`src/rtl/sim_run_controller.sv`:
```
// Run controller for processor bring-up: sequences the core reset, budgets RUN
// cycles, detects halt from the observed state code and keeps a circular state trace.
module sim_run_controller #(
    parameter int                      CNT_WIDTH   = 16,
    parameter int                      MAX_CYCLES  = 64,
    parameter int                      RST_CYCLES  = 2,
    parameter int                      STATE_WIDTH = 5,
    parameter logic [STATE_WIDTH-1:0]  HALT_STATE  = 5'd31,
    parameter int                      HALT_HOLD   = 2,
    parameter int                      TRACE_DEPTH = 8
) (
    input  logic                           clk,
    input  logic                           reset,
    input  logic                           start,
    input  logic [STATE_WIDTH-1:0]         stateOut,
    output logic                           core_reset,
    output logic                           running,
    output logic                           done,
    output logic                           timeout,
    output logic [CNT_WIDTH-1:0]           cycle_count,
    output logic [$clog2(TRACE_DEPTH):0]   trace_count,
    input  logic [$clog2(TRACE_DEPTH)-1:0] trace_rd_idx,
    output logic [STATE_WIDTH-1:0]         trace_rd_data
);

    localparam int PTR_W = $clog2(TRACE_DEPTH);
    localparam int TC_W  = PTR_W + 1;
    localparam int RC_W  = (RST_CYCLES > 1) ? $clog2(RST_CYCLES) : 1;
    localparam int HR_W  = $clog2(HALT_HOLD + 1);

    typedef enum logic [2:0] {
        S_IDLE,
        S_HOLD_RST,
        S_RUN,
        S_HALTED,
        S_TIMEOUT
    } state_t;

    state_t                  state_q, state_d;
    logic [RC_W-1:0]         rst_cnt_q, rst_cnt_d;
    logic [HR_W-1:0]         halt_run_q, halt_run_d;
    logic [CNT_WIDTH-1:0]    cycle_cnt_q, cycle_cnt_d;
    logic [TC_W-1:0]         trace_cnt_q, trace_cnt_d;
    logic [PTR_W-1:0]        wr_ptr_q, wr_ptr_d;
    logic                    core_reset_q, core_reset_d;
    logic                    running_q, running_d;
    logic                    done_q, done_d;
    logic                    timeout_q, timeout_d;
    logic [STATE_WIDTH-1:0]  trace_mem_q [TRACE_DEPTH];
    logic [STATE_WIDTH-1:0]  trace_mem_d [TRACE_DEPTH];

    logic                    is_halt_code;
    logic                    halt_hit;
    logic                    budget_hit;
    logic                    rst_expired;
    logic [PTR_W-1:0]        rd_addr;

    assign is_halt_code = (stateOut == HALT_STATE);
    assign halt_hit     = is_halt_code && (halt_run_q == HR_W'(HALT_HOLD - 1));
    assign budget_hit   = (cycle_cnt_q == CNT_WIDTH'(MAX_CYCLES - 1));
    assign rst_expired  = (rst_cnt_q == '0);

    // State register plus the counters and flags that travel with it
    always_ff @(posedge clk) begin
        if (reset) begin
            state_q      <= S_IDLE;
            rst_cnt_q    <= '0;
            halt_run_q   <= '0;
            cycle_cnt_q  <= '0;
            trace_cnt_q  <= '0;
            wr_ptr_q     <= '0;
            core_reset_q <= 1'b1;
            running_q    <= 1'b0;
            done_q       <= 1'b0;
            timeout_q    <= 1'b0;
        end else begin
            state_q      <= state_d;
            rst_cnt_q    <= rst_cnt_d;
            halt_run_q   <= halt_run_d;
            cycle_cnt_q  <= cycle_cnt_d;
            trace_cnt_q  <= trace_cnt_d;
            wr_ptr_q     <= wr_ptr_d;
            core_reset_q <= core_reset_d;
            running_q    <= running_d;
            done_q       <= done_d;
            timeout_q    <= timeout_d;
        end
    end

    always_ff @(posedge clk) begin
        trace_mem_q <= trace_mem_d;
    end

    // Next-state logic; halt is tested before budget so a tie ends in HALTED
    always_comb begin
        state_d = state_q;
        case (state_q)
            S_IDLE, S_HALTED, S_TIMEOUT: begin
                if (start) state_d = S_HOLD_RST;
            end
            S_HOLD_RST: begin
                if (rst_expired) state_d = S_RUN;
            end
            S_RUN: begin
                if (halt_hit)        state_d = S_HALTED;
                else if (budget_hit) state_d = S_TIMEOUT;
            end
            default: state_d = S_IDLE;
        endcase
    end

    always_comb begin
        rst_cnt_d   = rst_cnt_q;
        halt_run_d  = halt_run_q;
        cycle_cnt_d = cycle_cnt_q;
        trace_cnt_d = trace_cnt_q;
        wr_ptr_d    = wr_ptr_q;
        trace_mem_d = trace_mem_q;
        case (state_q)
            S_IDLE, S_HALTED, S_TIMEOUT: begin
                if (start) rst_cnt_d = RC_W'(RST_CYCLES - 1);
            end
            S_HOLD_RST: begin
                if (rst_expired) begin
                    cycle_cnt_d = '0;
                    halt_run_d  = '0;
                    trace_cnt_d = '0;
                    wr_ptr_d    = '0;
                end else begin
                    rst_cnt_d = rst_cnt_q - RC_W'(1);
                end
            end
            S_RUN: begin
                // The exit edge is counted and traced like any other RUN edge
                cycle_cnt_d           = cycle_cnt_q + CNT_WIDTH'(1);
                trace_mem_d[wr_ptr_q] = stateOut;
                wr_ptr_d              = wr_ptr_q + PTR_W'(1);
                if (trace_cnt_q != TC_W'(TRACE_DEPTH))
                    trace_cnt_d = trace_cnt_q + TC_W'(1);
                halt_run_d = is_halt_code ? (halt_run_q + HR_W'(1)) : '0;
            end
            default: ;
        endcase
    end

    always_comb begin
        core_reset_d = (state_d != S_RUN);
        running_d    = (state_d == S_RUN);
        done_d       = (state_d == S_HALTED);
        timeout_d    = (state_d == S_TIMEOUT);
    end

    assign rd_addr       = wr_ptr_q - PTR_W'(1) - trace_rd_idx;
    assign trace_rd_data = ({1'b0, trace_rd_idx} < trace_cnt_q) ? trace_mem_q[rd_addr] : '0;

    assign core_reset  = core_reset_q;
    assign running     = running_q;
    assign done        = done_q;
    assign timeout     = timeout_q;
    assign cycle_count = cycle_cnt_q;
    assign trace_count = trace_cnt_q;

endmodule

```
`config.mk`:
```
export PLATFORM = sky130hd
export DESIGN_NAME = sim_run_controller
export DESIGN_NICKNAME = d
export VERILOG_FILES = /design/src/rtl/sim_run_controller.sv
export SDC_FILE = /design/constraint.sdc
export NUM_CORES = 1
export LEC_CHECK = 0
export ABC_AREA = 1
export BUFFER_PORTS_ARGS = -buffer_cell sky130_fd_sc_hd__buf_2
export CAP_MARGIN = 20
export CORE_ASPECT_RATIO = 1.75
export CORE_UTILIZATION = 60
export CTS_BUF_LIST = sky130_fd_sc_hd__clkbuf_2
export DETAILED_ROUTE_END_ITERATION = 10
export PLACE_DENSITY = 0.83
export SYNTH_ARGS = -nofsm -noshare
export SYNTH_HDL_FRONTEND = slang
export SYNTH_SLANG_ARGS = --single-unit
```
`constraint.sdc`:
```
create_clock -name clk -period 3 [get_ports clk]
set_input_delay 0.6 -clock clk [delete_from_list [all_inputs] [get_ports clk]]
set_output_delay 0.6 -clock clk [all_outputs]
set_load 0.01 [all_outputs]
```
==> results of run 1 <==
[worst max path at each step]
stage                                   startpoint          endpoint  slack [ns]
after global placement             trace_rd_idx[0]  trace_rd_data[3]        0.22
after global routing      wr_ptr_q[0]$_SDFFE_PP0P_  trace_rd_data[1]       -0.14
after detailed placement           trace_rd_idx[0]  trace_rd_data[3]        0.20
after floorplan                    trace_rd_idx[0]  trace_rd_data[3]        0.28
after CTS                 wr_ptr_q[0]$_SDFFE_PP0P_  trace_rd_data[3]       0.007
final                     wr_ptr_q[0]$_SDFFE_PP0P_  trace_rd_data[0]        0.04
[area by class of cell]
type | count | area, um^2 | area share
clock inverter | 7 | 71.3 | 0.0178
multi-input combinational | 308 | 1500 | 0.376
inverter | 39 | 153 | 0.0382
tap | 76 | 95.1 | 0.0238
clock buffer | 9 | 45.0 | 0.0113
sequential | 73 | 1870 | 0.467
timing repair buffer | 46 | 264 | 0.0660
[power by group]
group / leakage (nW) / internal (W) / switching, W
sequential: 0.628 / 0.00107 / 0.0000156
combinational: 0.924 / 0.0000962 / 0.000184
clock: 0.0655 / 0.000190 / 0.000343
[placed cells by master, fill, tap and decap left out, types with 2 or more instances in the layout]
master,netlist,final
sky130_fd_sc_hd__nand2_1,122,122
sky130_fd_sc_hd__clkinv_4,0,2
sky130_fd_sc_hd__nand3_1,35,35
sky130_fd_sc_hd__a21oi_1,28,27
sky130_fd_sc_hd__buf_4,1,5
sky130_fd_sc_hd__edfxtp_1,40,40
sky130_fd_sc_hd__o21ai_0,17,17
sky130_fd_sc_hd__ha_1,8,8
sky130_fd_sc_hd__nor2_4,3,3
sky130_fd_sc_hd__clkbuf_2,0,9
sky130_fd_sc_hd__o21bai_1,3,3
sky130_fd_sc_hd__nor3_1,2,2
sky130_fd_sc_hd__nand2_2,3,3
sky130_fd_sc_hd__nand3_2,2,2
sky130_fd_sc_hd__dfxtp_1,33,31
sky130_fd_sc_hd__buf_2,3,39
sky130_fd_sc_hd__nor2_2,4,4
sky130_fd_sc_hd__o22ai_1,2,2
sky130_fd_sc_hd__nor2_1,60,60
sky130_fd_sc_hd__clkinvlp_4,0,3
sky130_fd_sc_hd__inv_1,33,33
sky130_fd_sc_hd__nand4_1,6,6
sky130_fd_sc_hd__nand3b_1,3,3
sky130_fd_sc_hd__nand3_4,2,2
sky130_fd_sc_hd__inv_2,4,4
[through the flow]
| stage | worst slack, ns | util | hold WS (ns) | setup TNS [ns] | std cells |
|---|---|---|---|---|---|
| 2_1_floorplan | 0.282 | - | 0.439 | 0 | 430 |
| 5_1_grt | -0.137 | 0.710 | 0.345 | -0.548 | 558 |
| 3_3_place_gp | 0.219 | 0.679 | 0.448 | 0 | 538 |
| 4_1_cts | 0.00740 | 0.700 | 0.349 | 0 | 554 |
| 3_5_place_dp | 0.196 | 0.679 | 0.453 | 0 | 538 |
| 6_report | 0.0358 | 0.710 | 0.374 | 0 | 558 |
[cells by family (layout without fill, tap and decap cells)]
group / count (synthesis) / in the layout
AO/OA/AOI/OAI: 51 / 51
XOR/XNOR: 2 / 2
AND/OR/NAND/NOR: 246 / 246
buffers and inverters: 49 / 101
adder cells (fa/ha/maj): 9 / 9
flip-flops: 73 / 73
[what timing repair did]
action,CTS,global route
gates cloned,0,0
buffers inserted,0,4
resized for setup,2,5
setup endpoints to repair,5,5
[worst max-delay path, delay by kind of cell, from the launching register on]
kind | cells | cell delay (ns)
DFF | 1 | 0.41
adders and majority gates | 2 | 0.71
buffers and inverters | 4 | 0.43
and+or+nand+nor | 5 | 0.33
[routing by layer]
metal,GRT usage,vias up
li1,-,1506
met1,0.267,1347
met2,0.497,80
met3,0.0622,23
met4,0.148,0
met5,0,-
[registers in the layout, indices dropped and copies added, names as in the netlist, 2 cells and up]
name         count
trace_mem_q     40
cycle_count     16
trace_count      4
state_q          3
wr_ptr_q         3
halt_run_q       2
==> results by group, run 1 <==
STA
  – Total of endpoints with negative setup slack in the final report: 0
  – Peak Freq: ~340 MHz
  – Worst clock skew: approximately 0.013 ns
  – Hold Violations, Final: 0
  – Min Clock Period, post-route: between 2 and 3 ns
  – Worst Tran Pin Value: slightly above 0.6 ns
  – Tightest slew margin relative to the limit: 0.595
  – Max-slew violation count: 0
  – Unrepaired setup endpoints after global routing: true
  – Final cycle utilization of the critical path: 0.988

Global routing
  – Total routing resource utilization after global routing: 0.274
  – Via count of the first global-routing pass: between 2,000 and 3,000
  – Pin count of the biggest net entering global routing: 21
  – Global-route wire length before repair: 12,500 um
  – Overflow left after global routing: 0
  – Antenna violations before repair: 0

Clock tree
  – Source-to-sink clock delay at the later pin of the worst-skew pair: between 0.5 and 0.6 ns
  – Htree depth: 3
  – Root Buffer: sky130_fd_sc_hd__clkbuf_2
  – Post-CTS Hold Buffers: 0
  – Worst-case clock buffer depth: 2
  – TritonCTS clock tree: yes
  – Clock-pin slew reported for the worst setup and hold paths after clock tree synthesis: about 0.20 ns
  – Clk sink count: 73
  – Cts bufs inserted: 9

Detailed routing
  – Final WL: 7900 um
  – Metal1 wirelength: 2720 um
  – Detailed-route vias per instance: around 5.3
  – Wire length on met2: between 4000 and 5000 um
  – Top routing layer in use: met4
  – Via count: between 2,000 and 3,000
  – Iteration count of the initial detailed-routing pass: 4
  – Number of nets with antenna violations after detailed routing: 0
  – Routed met3 length: 278 um
  – Initial DRC count: 148
  – DRC violations left: 0
  – Post-detailed-route wirelength per cell: between 10 and 15 um

Worst setup path
  – Required time reported for the critical path endpoint: around 2.4 ns
  – Worst Path Class, Setup: reg -> out
  – Worst-path cell with the longest stage delay: sky130_fd_sc_hd__fa_2
  – Setup slack of the most critical reg-to-reg path: 1.14 ns
  – Crit path arrival time: between 2 and 2.5 ns
  – Critical Path Max Stage Delay: between 0.5 and 0.6 ns
  – Worst reg2reg path endpoint: trace_mem_q[24]$_DFFE_PP_
  – Top cell by count, worst path: sky130_fd_sc_hd__nand2_1
  – Startpoint type of the worst setup path: flop
  – Cell breakdown of the critical path: ha_1 -> inv_1 -> fa_2 -> buf_6 -> buf_12 -> nand3_1 -> nand2_1 -> nand2_1 -> nand2_1 -> nor2_1 -> buf_2
  – Number of cells on the worst reg-to-reg path: 4
  – Highest fanout seen on the critical path: 6
  – Type of element capturing the critical path: output port
  – Critical R2R Launch: state_q[1]$_SDFF_PP0_

Floorplan
  – Number of rows in the core area: 36
  – Die extent in y: 104 um
  – Initial Utilization: 0.634
  – Core Region: about 5600 um^2
  – I/O pins: 40
  – Total Die Area: between 6000 and 7000 um^2
  – Chip width: between 60 and 70 um

Synthesis
  – Yosys warnings: 0
  – Flip-flop and latch count after synthesis: between 70 and 80
  – Most used standard cells in the synthesized netlist: 122 x sky130_fd_sc_hd__nand2_1, 60 x sky130_fd_sc_hd__nor2_1, 40 x sky130_fd_sc_hd__edfxtp_1
  – Number of flops mapped to enable cells by yosys: 40
  – Mux cell area share after synthesis: 0
  – Adder-cell share of the synthesized area: 0.0337
  – Post-Synthesis Cell Area: roughly 3600 um^2
  – Post-Synthesis Net Count: 450
  – Number of distinct library cell variants in the gate-level netlist after synthesis: 34
  – Dominant register cell in the synthesized netlist: sky130_fd_sc_hd__edfxtp_1
  – Post-synth ARST share: 0
  – Synth top area share: 0.337
  – Cell type contributing the most total cell area after synthesis: sky130_fd_sc_hd__edfxtp_1
  – Complex-gate fraction of the synthesized area: 0.0754
  – Leading cell type by number of instances after synthesis: sky130_fd_sc_hd__nand2_1
  – Synth Area per Inst: 8.30 um^2
  – Area contributors post-synth: sky130_fd_sc_hd__edfxtp_1 34%, sky130_fd_sc_hd__dfxtp_1 19%, sky130_fd_sc_hd__nand2_1 13%
  – Synth Area in Simple Gates: 0.306
  – Post-synthesis instance total: 430
  – Largest family of logic cells by synthesized area: simple AND/OR/NAND/NOR gates
  – Part of the Yosys area used for sequential elements: 0.522
  – Synthesized-area fraction occupied by xor and xnor cells: 0.00491

Placement
  – IO Port Bufs: 39
  – HPWL after detailed placement: around 6000 um
  – Global placement routability congestion: 0.873
  – Cell area after placement: ~3800 um^2

Min path
  – Min-delay worst type: in -> reg
  – Worst Hold Path EP: trace_mem_q[10]$_DFFE_PP_
  – Startpoint of the lowest-slack hold path: stateOut[0]
  – Depth of the worst hold-timing path: 1

Flow run
  – Max-cap viol count: 0

Cells and area
  – Post-route standard cell area excluding fillers: between 3000 and 4000 um^2
  – Layout cells sized above 1: 0.183
  – Number of filler instances in the final layout: approximately 460
  – Final Net Count: 497
  – Antenna diode count: 0
  – Relative area change from synthesis to final layout: 12.1%

Power
  – Design Power: ~0.0019 W
  – Leakage: between 1.5 and 2 nW
  – Peak ir drop on the vdd network: 0.246 mV
  – Power per cell area: around 480 nW/um^2

Run status
  – Outcome: complete, no violations
Power figures use the tool's default switching activity.
==> inputs of run 2 (changes only) <==
clock period = 3.2 ns   (was 3 ns; I/O delays follow)
==> results by group, run 2 (synthesis gave the netlist of run 1 again) <==
Global routing
  – Global-route wire length before repair: 12,500 um
  – Pin count of the biggest net entering global routing: 21
  – Total routing resource utilization after global routing: 0.272
  – Antenna violations before repair: 0
  – Overflow left after global routing: 0
  – Via count of the first global-routing pass: around 2,800

Flow run
  – Max-cap viol count: 0

STA
  – Final cycle utilization of the critical path: 0.950
  – Peak Freq: 329 MHz
  – Worst hold-check slack: 0.395 ns
  – Total of endpoints with negative setup slack in the final report: 0
  – Post-layout worst setup margin: 0.161 ns
  – Min Clock Period, post-route: approximately 3.0 ns
  – Worst clock skew: 0.0231 ns
  – Post-route setup TNS: 0 ns
  – Hold Violations, Final: 0
  – Worst Tran Pin Value: around 0.64 ns
  – Max-slew violation count: 0
  – Tightest slew margin relative to the limit: 0.571

Cells and area
  – Final cell count without fillers: 557
  – Number of filler instances in the final layout: 470
  – Post-route standard cell area excluding fillers: ~4000 um^2
  – Antenna diode count: 0
  – Most common cell after layout, fill and taps aside: sky130_fd_sc_hd__nand2_1
  – Final Net Count: approximately 500
  – Top register by number of flip-flops: trace_mem_q
  – Relative area change from synthesis to final layout: 11.2%
  – Number of flip-flops in the largest register: 40
  – Layout cells sized above 1: 0.179
  – Commonest cells after routing, fill and taps aside: 122 x sky130_fd_sc_hd__nand2_1, 60 x sky130_fd_sc_hd__nor2_1, 40 x sky130_fd_sc_hd__edfxtp_1

Floorplan
  – Chip width: about 60 um
  – Die extent in y: approximately 100 um
  – Core Region: approximately 5600 um^2
  – Total Die Area: 6270 um^2
  – Initial Utilization: 0.634
  – I/O pins: 40
  – Number of rows in the core area: 36

Placement
  – Global placement routability congestion: about 0.87
  – Cell area after placement: between 3000 and 4000 um^2
  – Placed Instances: about 540
  – Worst Setup Slack post-DPL: around 0.29 ns
  – HPWL after detailed placement: 5880 um
  – IO Port Bufs: 39

Worst setup path
  – Highest fanout seen on the critical path: 6
  – Required time reported for the critical path endpoint: about 2.6 ns
  – Setup slack of the most critical reg-to-reg path: 1.29 ns
  – Startpoint type of the worst setup path: flop
  – Worst Path Class, Setup: reg -> out
  – Crit path arrival time: between 2 and 2.5 ns
  – Type of element capturing the critical path: output port

Clock tree
  – Clk sink count: 73
  – Clock-pin slew reported for the worst setup and hold paths after clock tree synthesis: roughly 0.21 ns
  – Worst-case clock buffer depth: 2
  – Cts bufs inserted: 9
  – Root Buffer: sky130_fd_sc_hd__clkbuf_2
  – Source-to-sink clock delay at the later pin of the worst-skew pair: about 0.53 ns
  – TritonCTS clock tree: yes
  – Htree depth: 3

Detailed routing
  – Via count: 2,988
  – Initial DRC count: roughly 130
  – Final WL: 7920 um
  – Detailed-route vias per instance: about 5.4
  – Number of nets with antenna violations after detailed routing: 0
  – Post-detailed-route wirelength per cell: between 10 and 15 um
  – Iteration count of the initial detailed-routing pass: 4
  – DRC violations left: 0

Power
  – Power per cell area: between 400 and 500 nW/um^2
  – Peak ir drop on the vdd network: approximately 0.33 mV
  – Leakage: 1.61 nW

Min path
  – Min-delay worst type: in -> reg

Run status
  – Outcome: complete, no violations
[run 2: worst paths after layout]
| kind | from | endpoint | depth (start not counted) |
|---|---|---|---|
| setup / recovery | wr_ptr_q[0]$_SDFFE_PP0P_ | trace_rd_data[2] | 11 |
| hold / removal | stateOut[0] | trace_mem_q[30]$_DFFE_PP_ | 1 |
| setup reg to reg | state_q[1]$_SDFF_PP0_ | trace_mem_q[20]$_DFFE_PP_ | 4 |
| hold reg to reg | halt_run_q[0]$_SDFFE_PP0P_ | halt_run_q[0]$_SDFFE_PP0P_ | 2 |
[run 2: per-layer routing]
| layer | share of wire | GRT usage |
|---|---|---|
| met1 | 0.36 | 0.267 |
| met4 | 0.037 | 0.156 |
| met2 | 0.57 | 0.490 |
| met5 | 0 | 0 |
| met3 | 0.038 | 0.0585 |
[run 2: repair_timing]
action / CTS / global route
hold buffers: 0 / 0
setup endpoints to repair: 0 / 5
resized for setup: 0 / 6
buffers inserted: 0 / 3
[run 2: through the flow]
step	util	power, W
after floorplan	-	0.00122
after global placement	0.679	0.00128
after detailed placement	0.679	0.00129
after CTS	0.698	0.00176
after global routing	0.705	0.00185
final	0.705	0.00177
[run 2: area by class of cell]
| cell class | instances | area (um^2) | share of cell area |
|---|---|---|---|
| Multi-Input combinational cell | 308 | 1500 | 0.378 |
| Sequential cell | 73 | 1870 | 0.471 |
| Timing Repair Buffer | 45 | 244 | 0.0615 |
| Clock buffer | 10 | 50.0 | 0.0126 |
| Clock inverter | 6 | 58.8 | 0.0148 |
| Tap cell | 76 | 95.1 | 0.0240 |
| Inverter | 39 | 153 | 0.0385 |
[run 2: worst max-delay path, cell delays in order (launching register included)]
cell	delay (ns)
sky130_fd_sc_hd__dfxtp_4	0.40
sky130_fd_sc_hd__ha_1	0.13
sky130_fd_sc_hd__inv_1	0.05
sky130_fd_sc_hd__fa_2	0.58
sky130_fd_sc_hd__buf_6	0.12
sky130_fd_sc_hd__buf_4	0.13
sky130_fd_sc_hd__nand3_1	0.10
sky130_fd_sc_hd__nand2_1	0.08
sky130_fd_sc_hd__nand2_1	0.05
sky130_fd_sc_hd__nand2_1	0.07
sky130_fd_sc_hd__nor2_1	0.03
sky130_fd_sc_hd__buf_2	0.15
[run 2: where the power goes]
part	total [W]	leakage (nW)	switching, W	internal [W]
Combinational	0.000255	0.915	0.000171	0.0000843
Sequential	0.00102	0.628	0.0000141	0.00100
Clock	0.000492	0.0654	0.000315	0.000178
==> inputs of run 3 (changes only) <==
CORE_UTILIZATION = 55   (was 60)
PLACE_DENSITY = 0.78   (was 0.83)
==> results by group, run 3 (synthesis gave the netlist of run 1 again) <==
Worst setup path
  – Worst Path Class, Setup: reg -> out
  – Cell breakdown of the critical path: ha_1 -> inv_1 -> fa_2 -> buf_4 -> nand3_1 -> nand2_1 -> nand2_1 -> nand2_1 -> nor2_1 -> buf_2
  – Worst-path cell with the longest stage delay: sky130_fd_sc_hd__fa_2
  – Highest fanout seen on the critical path: 8
  – Required time reported for the critical path endpoint: 2.56 ns
  – Type of element capturing the critical path: output port
  – Top cell by count, worst path: sky130_fd_sc_hd__nand2_1
  – Buffering stage count on the worst path with inverters included: 3
  – Crit path arrival time: 2.42 ns
  – Category of cells accounting for the largest share of critical-path delay: adder cells
  – Critical Path Max Stage Delay: between 0.6 and 0.7 ns
  – Startpoint type of the worst setup path: flop

Floorplan
  – Number of rows in the core area: 38
  – Core Region: just over 6000 um^2
  – I/O pins: 40
  – Die extent in y: between 100 and 150 um
  – Total Die Area: roughly 7000 um^2
  – Initial Utilization: 0.573
  – Chip width: approximately 63 um

Detailed routing
  – Via count: between 2,000 and 3,000
  – Post-detailed-route wirelength per cell: ~15 um
  – Initial DRC count: between 150 and 200
  – Iteration count of the initial detailed-routing pass: 6
  – Detailed-route vias per instance: between 5 and 6
  – Number of nets with antenna violations after detailed routing: 0
  – Final WL: 8250 um
  – DRC violations left: 0

STA
  – Hold Violations, Final: 0
  – Tightest slew margin relative to the limit: 0.658
  – Worst clock skew: ~0.018 ns
  – Peak Freq: between 300 and 400 MHz
  – Post-layout worst setup margin: about 0.14 ns
  – Worst hold-check slack: roughly 0.44 ns
  – Worst Tran Pin Value: between 0.5 and 0.6 ns
  – Max-slew violation count: 0
  – Final cycle utilization of the critical path: 0.958
  – Min Clock Period, post-route: a little over 3 ns
  – Total of endpoints with negative setup slack in the final report: 0

Cells and area
  – Commonest cells after routing, fill and taps aside: 122 x sky130_fd_sc_hd__nand2_1, 60 x sky130_fd_sc_hd__nor2_1, 40 x sky130_fd_sc_hd__edfxtp_1
  – Most common cell after layout, fill and taps aside: sky130_fd_sc_hd__nand2_1
  – Relative area change from synthesis to final layout: 11.2%
  – Fraction of the core area covered by cells at the end of the flow: 0.637
  – Top register by number of flip-flops: trace_mem_q
  – Layout cells sized above 1: 0.171
  – Antenna diode count: 0
  – Final Net Count: 494
  – Number of flip-flops in the largest register: 40

Placement
  – Global placement routability congestion: a little under 1
  – IO Port Bufs: 39
  – HPWL after detailed placement: 6090 um
  – Worst Setup Slack post-DPL: between 0.2 and 0.3 ns

Global routing
  – Global-route wire length before repair: approximately 13,000 um
  – Pin count of the biggest net entering global routing: 21
  – Met2 Use GR: 0.507
  – Via count of the first global-routing pass: between 2,000 and 3,000
  – Overflow left after global routing: 0
  – Antenna violations before repair: 0
  – Total routing resource utilization after global routing: 0.265
  – Met3 GRT Util: 0.0506
  – GR Layer Usage met1: 0.248
  – Top Usage Layer GRT: met2

Clock tree
  – Cts bufs inserted: 9
  – Clock-pin slew reported for the worst setup and hold paths after clock tree synthesis: approximately 0.18 ns
  – Root Buffer: sky130_fd_sc_hd__clkbuf_2
  – Worst-case clock buffer depth: 2
  – Source-to-sink clock delay at the later pin of the worst-skew pair: about 0.5 ns
  – Post-CTS Hold Buffers: 0
  – Clk sink count: 73
  – TritonCTS clock tree: yes
  – Htree depth: 3

Min path
  – Min-delay worst type: in -> reg

Power
  – Power per cell area: 464 nW/um^2
  – Peak ir drop on the vdd network: 0.337 mV
  – Reported net switching power: ~0.00049 W
  – Switching Fraction: 0.267
  – Leakage: approximately 1.6 nW
  – Share of power burned in registers: 0.554
  – Internal portion of total power: ~0.0013 W
  – Relative contribution of the clock network to total power: 0.307
  – Combinational power share: 0.138

Run status
  – Outcome: complete, no violations

Flow run
  – Max-cap viol count: 0
## run 3: worst paths after layout
kind                              startpoint                    endpoint  slack (ns)  cells after the start
setup / recovery    wr_ptr_q[0]$_SDFFE_PP0P_            trace_rd_data[4]        0.14                     10
hold reg to reg   halt_run_q[1]$_SDFFE_PP0P_  halt_run_q[1]$_SDFFE_PP0P_        0.48                      2
setup reg to reg       state_q[0]$_SDFF_PP0_    trace_mem_q[3]$_DFFE_PP_        1.40                      5
hold / removal                   stateOut[3]   trace_mem_q[33]$_DFFE_PP_        0.44                      1
## run 3: final cells by class
class | count | area (um^2)
clock buffer | 12 | 60.1
multi-input combinational | 308 | 1500
fill | 559 | 2260
tap | 80 | 100
timing repair buffer | 42 | 218
timing repair inverter | 1 | 7.51
clock inverter | 4 | 67.6
inverter | 39 | 153
sequential | 73 | 1860
## run 3: repair_timing
| item | in CTS | in global routing |
|---|---|---|
| buffers inserted | 0 | 0 |
| hold endpoints to repair | 0 | 0 |
| resized for setup | 0 | 4 |
| setup endpoints to repair | 0 | 5 |
## run 3: routing by layer
layer | routed length, um | vias up | share of wire
met5 | 0 | - | 0
met4 | 332 | 0 | 0.040
met3 | 268 | 22 | 0.032
li1 | - | 1499 | -
met2 | 4620 | 84 | 0.56
met1 | 3030 | 1383 | 0.37
## run 3: power by group through the flow
stage / registers (W) / clock network (W) / logic [W]
after global placement: 0.00104 / 0 / 0.000245
after global routing: 0.00102 / 0.000614 / 0.000287
after detailed placement: 0.00104 / 0 / 0.000250
after floorplan: 0.00104 / 0 / 0.000178
after CTS: 0.00102 / 0.000576 / 0.000251
final: 0.00102 / 0.000565 / 0.000254
## run 3: per-stage QoR
| stage | area [um^2] | power (W) | instances | setup TNS [ns] |
|---|---|---|---|---|
| after floorplan | 3570 | 0.00122 | 430 | 0 |
| after CTS | 3950 | 0.00185 | 558 | 0 |
| after global placement | 3830 | 0.00128 | 542 | 0 |
| after global routing | 3970 | 0.00192 | 559 | -0.0250 |
| after detailed placement | 3830 | 0.00129 | 542 | 0 |
| final | 3970 | 0.00184 | 559 | 0 |
